## config.mk

```make
export PLATFORM = sky130hd
export DESIGN_NAME = alu_ctrl_id_ex
export DESIGN_NICKNAME = d
export VERILOG_FILES = /design/src/rtl/alu_pkg.sv /design/src/rtl/imm_gen.sv /design/src/rtl/alu_ctrl_id_ex.sv
export SDC_FILE = /design/constraint.sdc
export NUM_CORES = 1
export LEC_CHECK = 0
export BUFFER_PORTS_ARGS = -buffer_cell sky130_fd_sc_hd__buf_2
export CELL_PAD_IN_SITES_DETAIL_PLACEMENT = 0
export CELL_PAD_IN_SITES_GLOBAL_PLACEMENT = 1
export CORE_MARGIN = 2
export CORE_UTILIZATION = 34
export CTS_BUF_LIST = sky130_fd_sc_hd__clkbuf_8
export DETAILED_ROUTE_END_ITERATION = 10
export PLACE_DENSITY_LB_ADDON = 0.1
export SLEW_MARGIN = 20
export SYNTH_ARGS = -nofsm -noshare
export SYNTH_HDL_FRONTEND = slang
export SYNTH_HIERARCHICAL = 1
export SYNTH_SLANG_ARGS = --single-unit
```

## constraint.sdc

```tcl
create_clock -name clk -period 1.3 [get_ports clk]
set_input_delay 0.065 -clock clk [delete_from_list [all_inputs] [get_ports clk]]
set_output_delay 0.065 -clock clk [all_outputs]
set_load 0.1 [all_outputs]
```

## src/rtl/alu_pkg.sv

```systemverilog
// ALU op codes, opcode and funct7 constants shared by ID-stage decode and the EX-stage ALU.
// Pure definitions; no timing or flow control.
package alu_pkg;

   localparam logic [3:0] ALU_ADD  = 4'b0000;
   localparam logic [3:0] ALU_SUB  = 4'b0001;
   localparam logic [3:0] ALU_SLL  = 4'b0010;
   localparam logic [3:0] ALU_SLT  = 4'b0011;
   localparam logic [3:0] ALU_SLTU = 4'b0100;
   localparam logic [3:0] ALU_XOR  = 4'b0101;
   localparam logic [3:0] ALU_SRL  = 4'b0110;
   localparam logic [3:0] ALU_SRA  = 4'b0111;
   localparam logic [3:0] ALU_OR   = 4'b1000;
   localparam logic [3:0] ALU_AND  = 4'b1001;
   localparam logic [3:0] ALU_MUL  = 4'b1010;

   localparam logic [6:0] OPC_OP     = 7'b0110011;
   localparam logic [6:0] OPC_OP_IMM = 7'b0010011;
   localparam logic [6:0] OPC_LOAD   = 7'b0000011;
   localparam logic [6:0] OPC_STORE  = 7'b0100011;
   localparam logic [6:0] OPC_JALR   = 7'b1100111;
   localparam logic [6:0] OPC_JAL    = 7'b1101111;
   localparam logic [6:0] OPC_AUIPC  = 7'b0010111;
   localparam logic [6:0] OPC_LUI    = 7'b0110111;
   localparam logic [6:0] OPC_BRANCH = 7'b1100011;

   localparam logic [6:0] F7_BASE   = 7'b0000000;
   localparam logic [6:0] F7_ALT    = 7'b0100000;
   localparam logic [6:0] F7_MULDIV = 7'b0000001;

   typedef struct packed {
      logic [3:0] alu;
      logic       src_imm;
      logic       src_pc;
      logic       illegal;
      logic       rs1_zero;
   } dec_t;

   // Base funct3 -> op map shared by OP and OP-IMM (alternate encodings handled by caller).
   function automatic logic [3:0] base_alu(input logic [2:0] funct3);
      logic [3:0] op;
      case (funct3)
         3'b000:  op = ALU_ADD;
         3'b001:  op = ALU_SLL;
         3'b010:  op = ALU_SLT;
         3'b011:  op = ALU_SLTU;
         3'b100:  op = ALU_XOR;
         3'b101:  op = ALU_SRL;
         3'b110:  op = ALU_OR;
         default: op = ALU_AND;
      endcase
      return op;
   endfunction

endpackage

```

## src/rtl/imm_gen.sv

```systemverilog
// Combinational immediate extraction; format chosen by opcode, sign-extended to DATA_WIDTH.
// Zero latency; no flow control. Formats without an immediate yield 0.
module imm_gen
   import alu_pkg::*;
#(
   parameter int DATA_WIDTH = 32
) (
   input  logic [31:0]           instr,
   output logic [DATA_WIDTH-1:0] imm
);

   logic [31:0] imm32;

   always_comb begin
      imm32 = '0;
      case (instr[6:0])
         OPC_OP_IMM, OPC_LOAD, OPC_JALR:
            imm32 = {{20{instr[31]}}, instr[31:20]};
         OPC_STORE:
            imm32 = {{20{instr[31]}}, instr[31:25], instr[11:7]};
         OPC_BRANCH:
            imm32 = {{20{instr[31]}}, instr[7], instr[30:25], instr[11:8], 1'b0};
         OPC_LUI, OPC_AUIPC:
            imm32 = {instr[31:12], 12'b0};
         OPC_JAL:
            imm32 = {{12{instr[31]}}, instr[19:12], instr[20], instr[30:21], 1'b0};
         default:
            imm32 = '0;
      endcase
   end

   assign imm = DATA_WIDTH'($signed(imm32));

endmodule

```

## src/rtl/alu_ctrl_id_ex.sv

```systemverilog
// ID-stage decode of ALU control into the ID/EX register; one-cycle latency, registered outputs only.
// stall_i holds the register, flush_i (priority over stall) or an invalid input loads a bubble.
module alu_ctrl_id_ex
   import alu_pkg::*;
#(
   parameter int DATA_WIDTH = 32,
   parameter int REG_ADDR_W = 5
) (
   input  logic                  clk,
   input  logic                  rst,
   input  logic [31:0]           instr_IF_ID_i,
   input  logic [DATA_WIDTH-1:0] pc_IF_ID_i,
   input  logic                  valid_IF_ID_i,
   input  logic                  stall_i,
   input  logic                  flush_i,
   output logic [3:0]            alu_ctrl_ID_EX_o,
   output logic                  alu_src_imm_ID_EX_o,
   output logic                  alu_src_pc_ID_EX_o,
   output logic [DATA_WIDTH-1:0] imm_ID_EX_o,
   output logic [DATA_WIDTH-1:0] pc_ID_EX_o,
   output logic [REG_ADDR_W-1:0] rs1_ID_EX_o,
   output logic [REG_ADDR_W-1:0] rs2_ID_EX_o,
   output logic [REG_ADDR_W-1:0] rd_ID_EX_o,
   output logic                  valid_ID_EX_o,
   output logic                  illegal_ID_EX_o
);

   logic [6:0]            opcode;
   logic [2:0]            funct3;
   logic [6:0]            funct7;
   logic [DATA_WIDTH-1:0] imm;
   dec_t                  dec;

   assign opcode = instr_IF_ID_i[6:0];
   assign funct3 = instr_IF_ID_i[14:12];
   assign funct7 = instr_IF_ID_i[31:25];

   imm_gen #(.DATA_WIDTH(DATA_WIDTH)) u_imm_gen (
      .instr (instr_IF_ID_i),
      .imm   (imm)
   );

   always_comb begin
      dec = '{alu: ALU_ADD, src_imm: 1'b0, src_pc: 1'b0, illegal: 1'b0, rs1_zero: 1'b0};
      case (opcode)
         OPC_OP: begin
            case (funct7)
               F7_BASE:   dec.alu = base_alu(funct3);
               F7_ALT: begin
                  if (funct3 == 3'b000)      dec.alu = ALU_SUB;
                  else if (funct3 == 3'b101) dec.alu = ALU_SRA;
                  else                       dec.illegal = 1'b1;
               end
               F7_MULDIV: begin
                  if (funct3 == 3'b000) dec.alu = ALU_MUL;
                  else                  dec.illegal = 1'b1;
               end
               default:   dec.illegal = 1'b1;
            endcase
         end
         OPC_OP_IMM: begin
            dec.src_imm = 1'b1;
            // Shift-immediates reuse imm[11:5] as funct7; anything else there is a bad encoding.
            case (funct3)
               3'b001: begin
                  if (funct7 == F7_BASE) dec.alu = ALU_SLL;
                  else                   dec.illegal = 1'b1;
               end
               3'b101: begin
                  if (funct7 == F7_BASE)     dec.alu = ALU_SRL;
                  else if (funct7 == F7_ALT) dec.alu = ALU_SRA;
                  else                       dec.illegal = 1'b1;
               end
               default: dec.alu = base_alu(funct3);
            endcase
         end
         OPC_LOAD, OPC_STORE, OPC_JALR: dec.src_imm = 1'b1;
         OPC_AUIPC, OPC_JAL: begin
            dec.src_imm = 1'b1;
            dec.src_pc  = 1'b1;
         end
         OPC_LUI: begin
            dec.src_imm  = 1'b1;
            dec.rs1_zero = 1'b1;
         end
         OPC_BRANCH: begin
            case (funct3)
               3'b000, 3'b001: dec.alu = ALU_SUB;
               3'b100, 3'b101: dec.alu = ALU_SLT;
               3'b110, 3'b111: dec.alu = ALU_SLTU;
               default:        dec.illegal = 1'b1;
            endcase
         end
         default: dec.illegal = 1'b1;
      endcase
      if (dec.illegal) begin
         dec.alu     = ALU_ADD;
         dec.src_imm = 1'b0;
         dec.src_pc  = 1'b0;
      end
   end

   always_ff @(posedge clk) begin
      if (rst || flush_i || (!stall_i && !valid_IF_ID_i)) begin
         alu_ctrl_ID_EX_o    <= ALU_ADD;
         alu_src_imm_ID_EX_o <= 1'b0;
         alu_src_pc_ID_EX_o  <= 1'b0;
         imm_ID_EX_o         <= '0;
         pc_ID_EX_o          <= '0;
         rs1_ID_EX_o         <= '0;
         rs2_ID_EX_o         <= '0;
         rd_ID_EX_o          <= '0;
         valid_ID_EX_o       <= 1'b0;
         illegal_ID_EX_o     <= 1'b0;
      end else if (!stall_i) begin
         // Illegal instructions keep their PC so EX can raise the trap.
         alu_ctrl_ID_EX_o    <= dec.alu;
         alu_src_imm_ID_EX_o <= dec.src_imm;
         alu_src_pc_ID_EX_o  <= dec.src_pc;
         imm_ID_EX_o         <= imm;
         pc_ID_EX_o          <= pc_IF_ID_i;
         rs1_ID_EX_o         <= dec.rs1_zero ? '0 : REG_ADDR_W'(instr_IF_ID_i[19:15]);
         rs2_ID_EX_o         <= REG_ADDR_W'(instr_IF_ID_i[24:20]);
         rd_ID_EX_o          <= REG_ADDR_W'(instr_IF_ID_i[11:7]);
         valid_ID_EX_o       <= ~dec.illegal;
         illegal_ID_EX_o     <= dec.illegal;
      end
   end

endmodule

```

==> metrics.cfg, run 1 <==
[floorplanning]
start_util_pct = 34.8
die_h_um = 115
fp.dieW_um = 115
io_pins = 156
core-area_sq_mm = 0.0120
rows = 40
dieArea_sq_mm = 0.0131

[global_routing]
grt_max_degree = 82
grt_usage_pct = 18.3
grt_pass1_vias = 3850
grt_pass1_wl_um = 18800
grt-ovfl-total = 0
grt_antenna_before_repair = 0

[clock_tree]
cts_root_buf = clkbuf_8
cts_buffers = 9
clock_latency_ns = 0.37
path_clk_slew_ns = 0.09
clock-sinks = 87
clockBufferDepth = 2
tritoncts = built
htree_levels = 3
cts_post_setup_buffers_inserted = 0

[critical_path]
crit_chain = buf_2
critPathTopFamily = buffers and inverters
required_ns = 1.24
critPathSlowestCell = buf_2
timing.rr.end = alu_ctrl_ID_EX_o[1]
reg2reg_depth = 4
worstPathMaxFanout = 2
cp_num_buf_inv = 1
cp-startpoint = imm_ID_EX_o[10]
end_kind = output pin
cp_num_cells = 1
cp_slowest_stage_delay_ns = 0.44
rrSetupSlack_ns = 0.30
crit_type = reg2out
setup.worst_path.start_class = flip-flop
arrival_ns = 1.17
r2r_start = alu_ctrl_ID_EX_o[1]
endpoint = imm_ID_EX_o[10]

[pwr]
power_per_cell_area_mw_per_mm2 = 981
p_leak_uw = 0.00290
internal_power_uw = 4100
p_sw_share_pct = 30.2
clockPowerShare_pct = 33.4
ir_drop_v = 0.000777
pwr-share-seq_pct = 46.4
power_switching_uw = 1780
power_frac_comb_pct = 20.2
p_total_uw = 5880

[detailed_routing]
dr_total_vias = 4064
drtIter0Drc = 162
firstDrtPassIters = 4
drt_drc_violations_left = 0
postRouteAntennaNets = 0
viasPerCell = 5.01
drt_wl_total_um = 12000
route.detailed.wl_per_inst_um = 14.8

[yosys]
synth.net_count = 509
ys_seq_area_share_pct = 41.8
synth-edff-count = 0
syn-cell-area_sq_mm = 0.00416
netlist_instances = 440
ys_top_cells_by_area = dfxtp_1, mux2i_1, nor2_1
synth_ff_type = dfxtp_1
yosysTopAreaCellShare_pct = 41.8
yosysTopAreaCell = dfxtp_1
synth_warnings = 6
synth_cell_types = 64
avgSynthCellArea_sq_um = 9.46
synth-seq-cells = 87
async_flop_share_pct = 0

[cells_and_area]
finalInstanceArea_sq_mm = 0.00600
area_growth_pct = 44.1
insertedDiodeCount = 0
fin_nets = 728
final_cells = 811
drive_gt1_share_pct = 36.6
n_fill_cell = 1116

[sta]
setup_viol_count_final = 0
slew_headroom_pct = 62.9
max_freq_mhz = 809
worst_pin_slew_ns = 0.554
grt_setup_unrepaired = false
finClkSkew_ns = 0
hold_violations = 0
period_share_pct = 95.1
fin_tns_setup_ns = 0
finalMaxSlewViolations = 0
period_needed_ns = 1.24

[placement]
dp_hpwl_um = 8230
place.gp.congestion = 0.813
port_buffers = 155
place_area_sq_mm = 0.00531
dp_cells = 747

[hold_path]
whs_path_depth = 3
hp-class = in2reg

[status]
outcome = finished, final reports clean

[run]
maxCapViolations = 0

[worst min-delay path by stage]
| stage | from | end |
|---|---|---|
| floorplan | pc_IF_ID_i[0] | pc_ID_EX_o[0] |
| global placement | pc_IF_ID_i[11] | pc_ID_EX_o[11] |
| detailed placement | pc_IF_ID_i[23] | pc_ID_EX_o[23] |
| CTS | stall_i | alu_ctrl_ID_EX_o[1] |
| global route | stall_i | alu_ctrl_ID_EX_o[1] |
| finish | stall_i | alu_ctrl_ID_EX_o[1] |
[cells in the mapped netlist, types with 4 or more instances]
cell	count
a22oi_1	6
inv_1	6
a21o_2	8
mux2i_1	75
nand2b_1	4
a21oi_1	6
nor2_1	87
a32o_1	4
o21ai_0	18
buf_6	4
a31oi_1	4
clkbuf_1	14
nand2_1	10
nand3_1	13
nor2b_1	8
or3_1	4
nand3b_1	4
dfxtp_1	87
a22o_1	7
buf_2	12
[cells in the final DEF (no fill, tap or decap), types with 10 or more instances in the layout]
cell type,count
nand3_1,13
dfxtp_1,85
buf_2,153
nand2_1,10
nor2_1,87
dlygate4sd3_1,48
clkbuf_8,10
mux2i_1,75
o21ai_0,18
buf_4,36
[logic make-up (layout without fill, tap and decap cells)]
family | after synthesis | in the layout | share of synthesized area [%]
and+or+nand+nor | 160 | 160 | 20.2
DFF | 87 | 87 | 41.8
AOI/OAI and AO/OA | 76 | 76 | 14.5
muxes | 75 | 75 | 18.0
buffers and inverters | 40 | 264 | 4.96
xor gates and xnor gates | 2 | 2 | 0.421
[what timing repair did]
action                                  in CTS  in global routing
hold endpoints to repair                    48                  0
hold buffers                                48                  0
endpoints found under the setup margin       0                  1
resized for setup                            0                  1
[tightest hold or removal path: stages]
cell and delay (ns):
buf_4 0.16, nand2_1 0.11, a211oi_2 0.07
[per-stage QoR]
step	setup WS (ns)	utilization, %	hold WS [ns]
2_1_floorplan	-0.0722	-	0.209
3_3_place_gp	-0.245	44.4	0.294
3_5_place_dp	-0.269	44.4	0.302
4_1_cts	0.0317	50.1	0.0494
5_1_grt	0.00136	50.1	0.0793
6_report	0.0636	50.1	0.0723
[cell type report]
type / count / area [sq um] / area share [%]
flip-flops and latches: 87 / 1740 / 29.1
multi-input cells: 313 / 2240 / 37.3
well taps: 147 / 184 / 3.07
clock inverters: 6 / 67.6 / 1.13
clock buffers: 10 / 138 / 2.30
inverters: 6 / 22.5 / 0.376
repair buffers: 242 / 1600 / 26.7
[sequential cells by signal (all words and copies together), names as in the netlist]
signal / count
alu_src_imm_ID_EX_o: 1
imm_ID_EX_o: 32
rs1_ID_EX_o: 5
alu_ctrl_ID_EX_o: 4
rs2_ID_EX_o: 5
valid_ID_EX_o: 1
pc_ID_EX_o: 32
rd_ID_EX_o: 5
illegal_ID_EX_o: 1
alu_src_pc_ID_EX_o: 1
[power groups by stage]
stage,Combinational (uW),Clock [uW],Sequential [uW]
floorplan,410,0,3110
global placement,1070,0,2790
detailed placement,1080,0,2790
CTS,1190,2050,2730
global route,1270,2170,2740
finish,1190,1970,2730
[per-layer routing]
| layer | global-route usage (%) | up-vias | wire length [um] |
|---|---|---|---|
| met4 | 7.15 | 0 | 225 |
| met3 | 5.98 | 17 | 796 |
| li1 | - | 1993 | - |
| met1 | 22.1 | 1937 | 5260 |
| met5 | 0 | - | 0 |
| met2 | 30.1 | 117 | 5740 |
(Power assumes the default switching activity.)
==> run 2: changes to the inputs <==
- CORE_UTILIZATION: 34 -> 40
- MAX_ROUTING_LAYER: unset -> met4
- clock period: 1.3 -> 1.55 ns (I/O delays scaled with it)
==> run 2 against run 1 <==
Critical path depth unchanged. Register-to-register slack better by 0.26 ns. First-iteration DRC count decreased by 7.4%. Power decreased by 18%. Non-clock buffer count shrank 27. Global-route usage grew 1.9 points. Clock skew is the same. Die area shrank 14%. Critical endpoint is now rs1_ID_EX_o[4].
==> metrics.cfg, run 2 (synthesis gave the netlist of run 1 again) <==
[cells_and_area]
largestRegisters = imm_ID_EX_o x32, pc_ID_EX_o x32  ; unchanged
final_common_cell = buf_2  ; unchanged
insertedDiodeCount = 0  ; unchanged
finish.utilization_pct = 55.9  ; was 50.1%
final_cell_mix = buf_2, nor2_1, dfxtp_1, mux2i_1, dlygate4sd3_1  ; unchanged
area_growth_pct = 37.3  ; was 44.1%
n_fill_cell = 976  ; was 1116
drive_gt1_share_pct = 33.8  ; was 36.6%
fin_nets = 701  ; was 728

[clock_tree]
tritoncts = built  ; unchanged
cts_root_buf = clkbuf_8  ; unchanged
htree_levels = 3  ; unchanged
clock_latency_ns = 0.35  ; was 0.37 ns
path_clk_slew_ns = 0.09  ; about the same
cts_buffers = 9  ; unchanged
clockBufferDepth = 2  ; unchanged
clock-sinks = 87  ; unchanged

[sta]
slew_headroom_pct = 59.2  ; was 62.9%
period_share_pct = 78.2
hold_violations = 0  ; unchanged
max_freq_mhz = 825
finClkSkew_ns = 0  ; unchanged
worst_pin_slew_ns = 0.609  ; was 0.554 ns
period_needed_ns = 1.21
setup_viol_count_final = 0  ; unchanged
finalMaxSlewViolations = 0  ; unchanged
grt_setup_unrepaired = false  ; unchanged

[global_routing]
grt_pass1_vias = 3648  ; was 3850
grt-ovfl-total = 0  ; unchanged
grt_max_degree = 82  ; unchanged
grt_usage_pct = 20.2  ; was 18.3%
grt_antenna_before_repair = 0  ; unchanged
grt_pass1_wl_um = 17700  ; was 18800 um

[pwr]
power_switching_uw = 1450  ; was 1780 uW
power_frac_comb_pct = 19.3  ; was 20.2%
internal_power_uw = 3350  ; was 4100 uW
ir_drop_v = 0.000482  ; was 0.000777 V
p_sw_share_pct = 30.2  ; about the same
power_per_cell_area_mw_per_mm2 = 840  ; was 981 mW/mm^2
clockPowerShare_pct = 33.0  ; was 33.4%
pwr-share-seq_pct = 47.7  ; was 46.4%
p_leak_uw = 0.00275  ; was 0.00290 uW
p_total_uw = 4800  ; was 5880 uW

[floorplanning]
start_util_pct = 40.7  ; was 34.8%
core-area_sq_mm = 0.0102  ; was 0.0120 sq mm
rows = 37  ; was 40
die_h_um = 106  ; was 115 um
dieArea_sq_mm = 0.0112  ; was 0.0131 sq mm
io_pins = 156  ; unchanged
fp.dieW_um = 106  ; was 115 um

[critical_path]
arrival_ns = 1.14  ; was 1.17 ns
crit_chain = buf_2  ; unchanged
end_kind = output pin  ; unchanged
critPathSlowestCell = buf_2  ; unchanged
cp_num_buf_inv = 1  ; unchanged
critPathTopFamily = buffers and inverters  ; unchanged
worstPathMaxFanout = 2  ; unchanged
required_ns = 1.47  ; was 1.24 ns
setup.worst_path.start_class = flip-flop  ; unchanged
cp_slowest_stage_delay_ns = 0.43  ; was 0.44 ns
crit_type = reg2out  ; unchanged

[hold_path]
hp-class = in2reg  ; unchanged

[detailed_routing]
drt_wl_total_um = 11100  ; was 12000 um
dr_total_vias = 3852  ; was 4064
drt_drc_violations_left = 0  ; unchanged
postRouteAntennaNets = 0  ; unchanged
viasPerCell = 4.98  ; was 5.01
route.detailed.wl_per_inst_um = 14.4  ; was 14.8 um
firstDrtPassIters = 4  ; unchanged
drtIter0Drc = 150  ; was 162

[placement]
place.gp.congestion = 0.840  ; was 0.813
port_buffers = 155  ; unchanged
dp_hpwl_um = 7560  ; was 8230 um

[status]
outcome = finished, final reports clean  ; unchanged

[run]
maxCapViolations = 0  ; unchanged

-- run 2: cell count changes in the layout (fill, tap and decap cells not counted), moves of 2 or more --
cell	previous run	this run
dlygate4sd3_1	48	44
dfxtp_1	85	87
buf_12	4	2
buf_4	36	15
dfxtp_2	2	0
-- run 2: final timing paths --
path                             from             endpoint  slack, ns  depth (start not counted)
setup / recovery       rs1_ID_EX_o[4]       rs1_ID_EX_o[4]       0.34                          1
hold / removal      instr_IF_ID_i[20]       rs2_ID_EX_o[0]       0.02                          3
hold reg to reg   alu_src_imm_ID_EX_o  alu_src_imm_ID_EX_o       0.47                          1
setup reg to reg  alu_ctrl_ID_EX_o[1]  alu_ctrl_ID_EX_o[1]       0.56                          4
-- run 2: final cells by class --
| type | instances | area [sq um] | area share, % |
|---|---|---|---|
| Clock buffer | 9 | 124 | 2.17 |
| Clock inverter | 7 | 72.6 | 1.27 |
| Inverter | 6 | 22.5 | 0.394 |
| Multi-Input combinational cell | 313 | 2220 | 38.9 |
| Sequential cell | 87 | 1740 | 30.5 |
| Tap cell | 136 | 170 | 2.98 |
| Timing Repair Buffer | 215 | 1360 | 23.9 |
-- run 2: what timing repair did --
item / in CTS / in global routing
hold buffers: 44 / 0
resized for setup: 0 / 0
buffers inserted: 0 / 0
endpoints found under the setup margin: 0 / 0
hold endpoints to repair: 44 / 0
-- run 2: through the flow --
step | hold WS, ns | TNS [ns] | area [sq um] | instances | setup slack (ns)
finish | 0.0230 | 0 | 5720 | 773 | 0.337
global route | 0.00399 | 0 | 5720 | 773 | 0.248
CTS | 0.00794 | 0 | 5720 | 773 | 0.307
detailed placement | 0.317 | -0.0931 | 5080 | 713 | -0.0316
global placement | 0.309 | -0.00450 | 5080 | 713 | -0.00450
floorplan | 0.221 | 0 | 4160 | 440 | 0.0181
-- run 2: power groups by stage --
stage,clock [uW],sequential (uW),combinational (uW)
after global placement,0,2340,835
after detailed placement,0,2340,840
after global routing,1740,2290,990
after CTS,1650,2290,929
after floorplan,0,2610,342
final,1580,2290,927
-- run 2: layer usage --
metal / up-vias / share of wire [%] / GRT usage, % / wire [um]
met5: - / 0 / - / 0
met4: 0 / 1.3 / 6.58 / 144
met3: 10 / 5.2 / 4.17 / 574
met2: 119 / 46 / 33.3 / 5160
met1: 1783 / 47 / 24.8 / 5220
li1: 1940 / - / - / -
==> run 3: changes to the inputs <==
- CORE_UTILIZATION: 40 -> 37
- clock period: 1.55 -> 1.22 ns (I/O delays scaled with it)
==> run 3 against run 2 <==
Critical path depth unchanged. Combinational power increased by 40%. Die area increased by 7.8%. Register-to-register slack got worse by 0.32 ns. Largest cell class unchanged.
==> metrics.cfg, run 3 (synthesis gave the netlist of run 1 again) <==
[sta]
grt_setup_unrepaired = true  ; was false
finClkSkew_ns = 0  ; unchanged
finalMaxSlewViolations = 0  ; unchanged
hold_violations = 0  ; unchanged
period_needed_ns = 1.19
period_share_pct = 97.9
worst_pin_slew_ns = 0.594  ; was 0.609 ns
setup_viol_count_final = 0  ; unchanged
slew_headroom_pct = 60.2  ; was 59.2%
max_freq_mhz = 838

[cells_and_area]
final_cell_mix = buf_2, nor2_1, dfxtp_2, mux2i_1, buf_4  ; was buf_2, nor2_1, dfxtp_1, mux2i_1, dlygate4sd3_1
area_growth_pct = 51.8  ; was 37.3%
finish.utilization_pct = 58.1  ; was 55.9%
insertedDiodeCount = 0  ; unchanged
fin_nets = 738  ; was 701
drive_gt1_share_pct = 49.6  ; was 33.8%
final_cells = 814  ; was 773
final_common_cell = buf_2  ; unchanged
largestRegisters = imm_ID_EX_o x32, pc_ID_EX_o x32  ; unchanged

[pwr]
power_per_cell_area_mw_per_mm2 = 1020  ; was 840 mW/mm^2
p_leak_uw = 0.00296  ; was 0.00275 uW
pwr-share-seq_pct = 45.1  ; was 47.7%
ir_drop_v = 0.000692  ; was 0.000482 V
internal_power_uw = 4600  ; was 3350 uW
p_sw_share_pct = 28.8  ; was 30.2%
power_switching_uw = 1860  ; was 1450 uW
power_frac_comb_pct = 20.1  ; was 19.3%
clockPowerShare_pct = 34.7  ; was 33.0%

[clock_tree]
cts_root_buf = clkbuf_8  ; unchanged
path_clk_slew_ns = 0.08  ; was 0.09 ns
clock_latency_ns = 0.37  ; was 0.35 ns
tritoncts = built  ; unchanged
cts_buffers = 9  ; unchanged
htree_levels = 3  ; unchanged
clock-sinks = 87  ; unchanged
clockBufferDepth = 2  ; unchanged

[critical_path]
cp_slowest_stage_delay_ns = 0.42  ; was 0.43 ns
cp_num_buf_inv = 1  ; unchanged
crit_chain = buf_2  ; unchanged
worstPathMaxFanout = 2  ; unchanged
critPathTopFamily = buffers and inverters  ; unchanged
end_kind = output pin  ; unchanged
required_ns = 1.16  ; was 1.47 ns
critPathSlowestCell = buf_2  ; unchanged
arrival_ns = 1.13  ; was 1.14 ns
crit_type = reg2out  ; unchanged
setup.worst_path.start_class = flip-flop  ; unchanged

[status]
outcome = finished, final reports clean  ; unchanged

[global_routing]
grt_usage_pct = 20.5  ; was 20.2%
grt_util_met1_pct = 25.5  ; was 24.8%
met3_usage_pct = 4.41  ; was 4.17%
grt_pass1_vias = 3905  ; was 3648
busiest_layer = met2  ; unchanged
grt-ovfl-total = 0  ; unchanged
grt_max_degree = 43  ; was 82
grt_pass1_wl_um = 18700  ; was 17700 um
grt_use_met2_pct = 32.6  ; was 33.3%
grt_antenna_before_repair = 0  ; unchanged

[floorplanning]
dieArea_sq_mm = 0.0121  ; was 0.0112 sq mm
fp.dieW_um = 110  ; was 106 um
core-area_sq_mm = 0.0109  ; was 0.0102 sq mm
rows = 38  ; was 37
io_pins = 156  ; unchanged
die_h_um = 110  ; was 106 um
start_util_pct = 38.2  ; was 40.7%

[detailed_routing]
firstDrtPassIters = 4  ; unchanged
route.detailed.wl_per_inst_um = 14.7  ; was 14.4 um
dr_total_vias = 3999  ; was 3852
drt_wl_total_um = 12000  ; was 11100 um
viasPerCell = 4.91  ; was 4.98
postRouteAntennaNets = 0  ; unchanged
drtIter0Drc = 208  ; was 150
drt_drc_violations_left = 0  ; unchanged

[run]
maxCapViolations = 0  ; unchanged

[hold_path]
hp-class = in2reg  ; unchanged

[placement]
place.gp.congestion = 0.843  ; was 0.840
port_buffers = 155  ; unchanged
dp_cells = 750  ; was 713
dp_hpwl_um = 8420  ; was 7560 um

[run 3: what timing repair did]
item,4_1_cts,5_1_grt
setup endpoints to repair,10,47
resized for setup,10,47
endpoints found under the hold margin,48,0
setup buffers,0,0
hold buffers,48,0
pin swaps,0,4
[run 3: area by class of cell]
cell class                      instances  area (sq um)
Clock buffer                           10           138
Sequential cell                        87          1840
Fill cell                             993          4570
Inverter                                6          22.5
Multi-Input combinational cell        313          2270
Tap cell                              140           175
Timing Repair Buffer                  252          1780
Clock inverter                          6          85.1
[run 3: final timing paths]
| path | startpoint | to | slack [ns] | cells after the start |
|---|---|---|---|---|
| max | rs1_ID_EX_o[4] | rs1_ID_EX_o[4] | 0.03 | 1 |
| min | stall_i | alu_ctrl_ID_EX_o[1] | 0.06 | 3 |
| min reg2reg | illegal_ID_EX_o | illegal_ID_EX_o | 0.47 | 2 |
| max reg2reg | alu_ctrl_ID_EX_o[1] | alu_ctrl_ID_EX_o[1] | 0.24 | 4 |
[run 3: power by group through the flow]
stage | clock [uW] | sequential, uW | combinational [uW]
6_report | 2240 | 2920 | 1300
4_1_cts | 2320 | 2910 | 1280
3_3_place_gp | 0 | 2980 | 1150
3_5_place_dp | 0 | 2980 | 1160
5_1_grt | 2420 | 2920 | 1390
2_1_floorplan | 0 | 3330 | 437
[run 3: stage by stage]
step                      hold slack (ns)  total power [uW]  area, sq um  worst slack (ns)  TNS (ns)
after CTS                          0.0352              6510         6180          0.000504         0
after global placement              0.289              4130         5450            -0.287     -7.50
after global routing               0.0699              6730         6320           -0.0107   -0.0146
after detailed placement            0.297              4140         5450            -0.335     -8.27
final                              0.0628              6460         6320            0.0260         0
after floorplan                     0.205              3770         4280            -0.148    -0.914
[run 3: per-layer routing]
layer  wire length (um)  up-vias
met5                  0        -
met4                199        0
met3                663       14
met2               5870      102
met1               5270     1869
li1                   -     2014
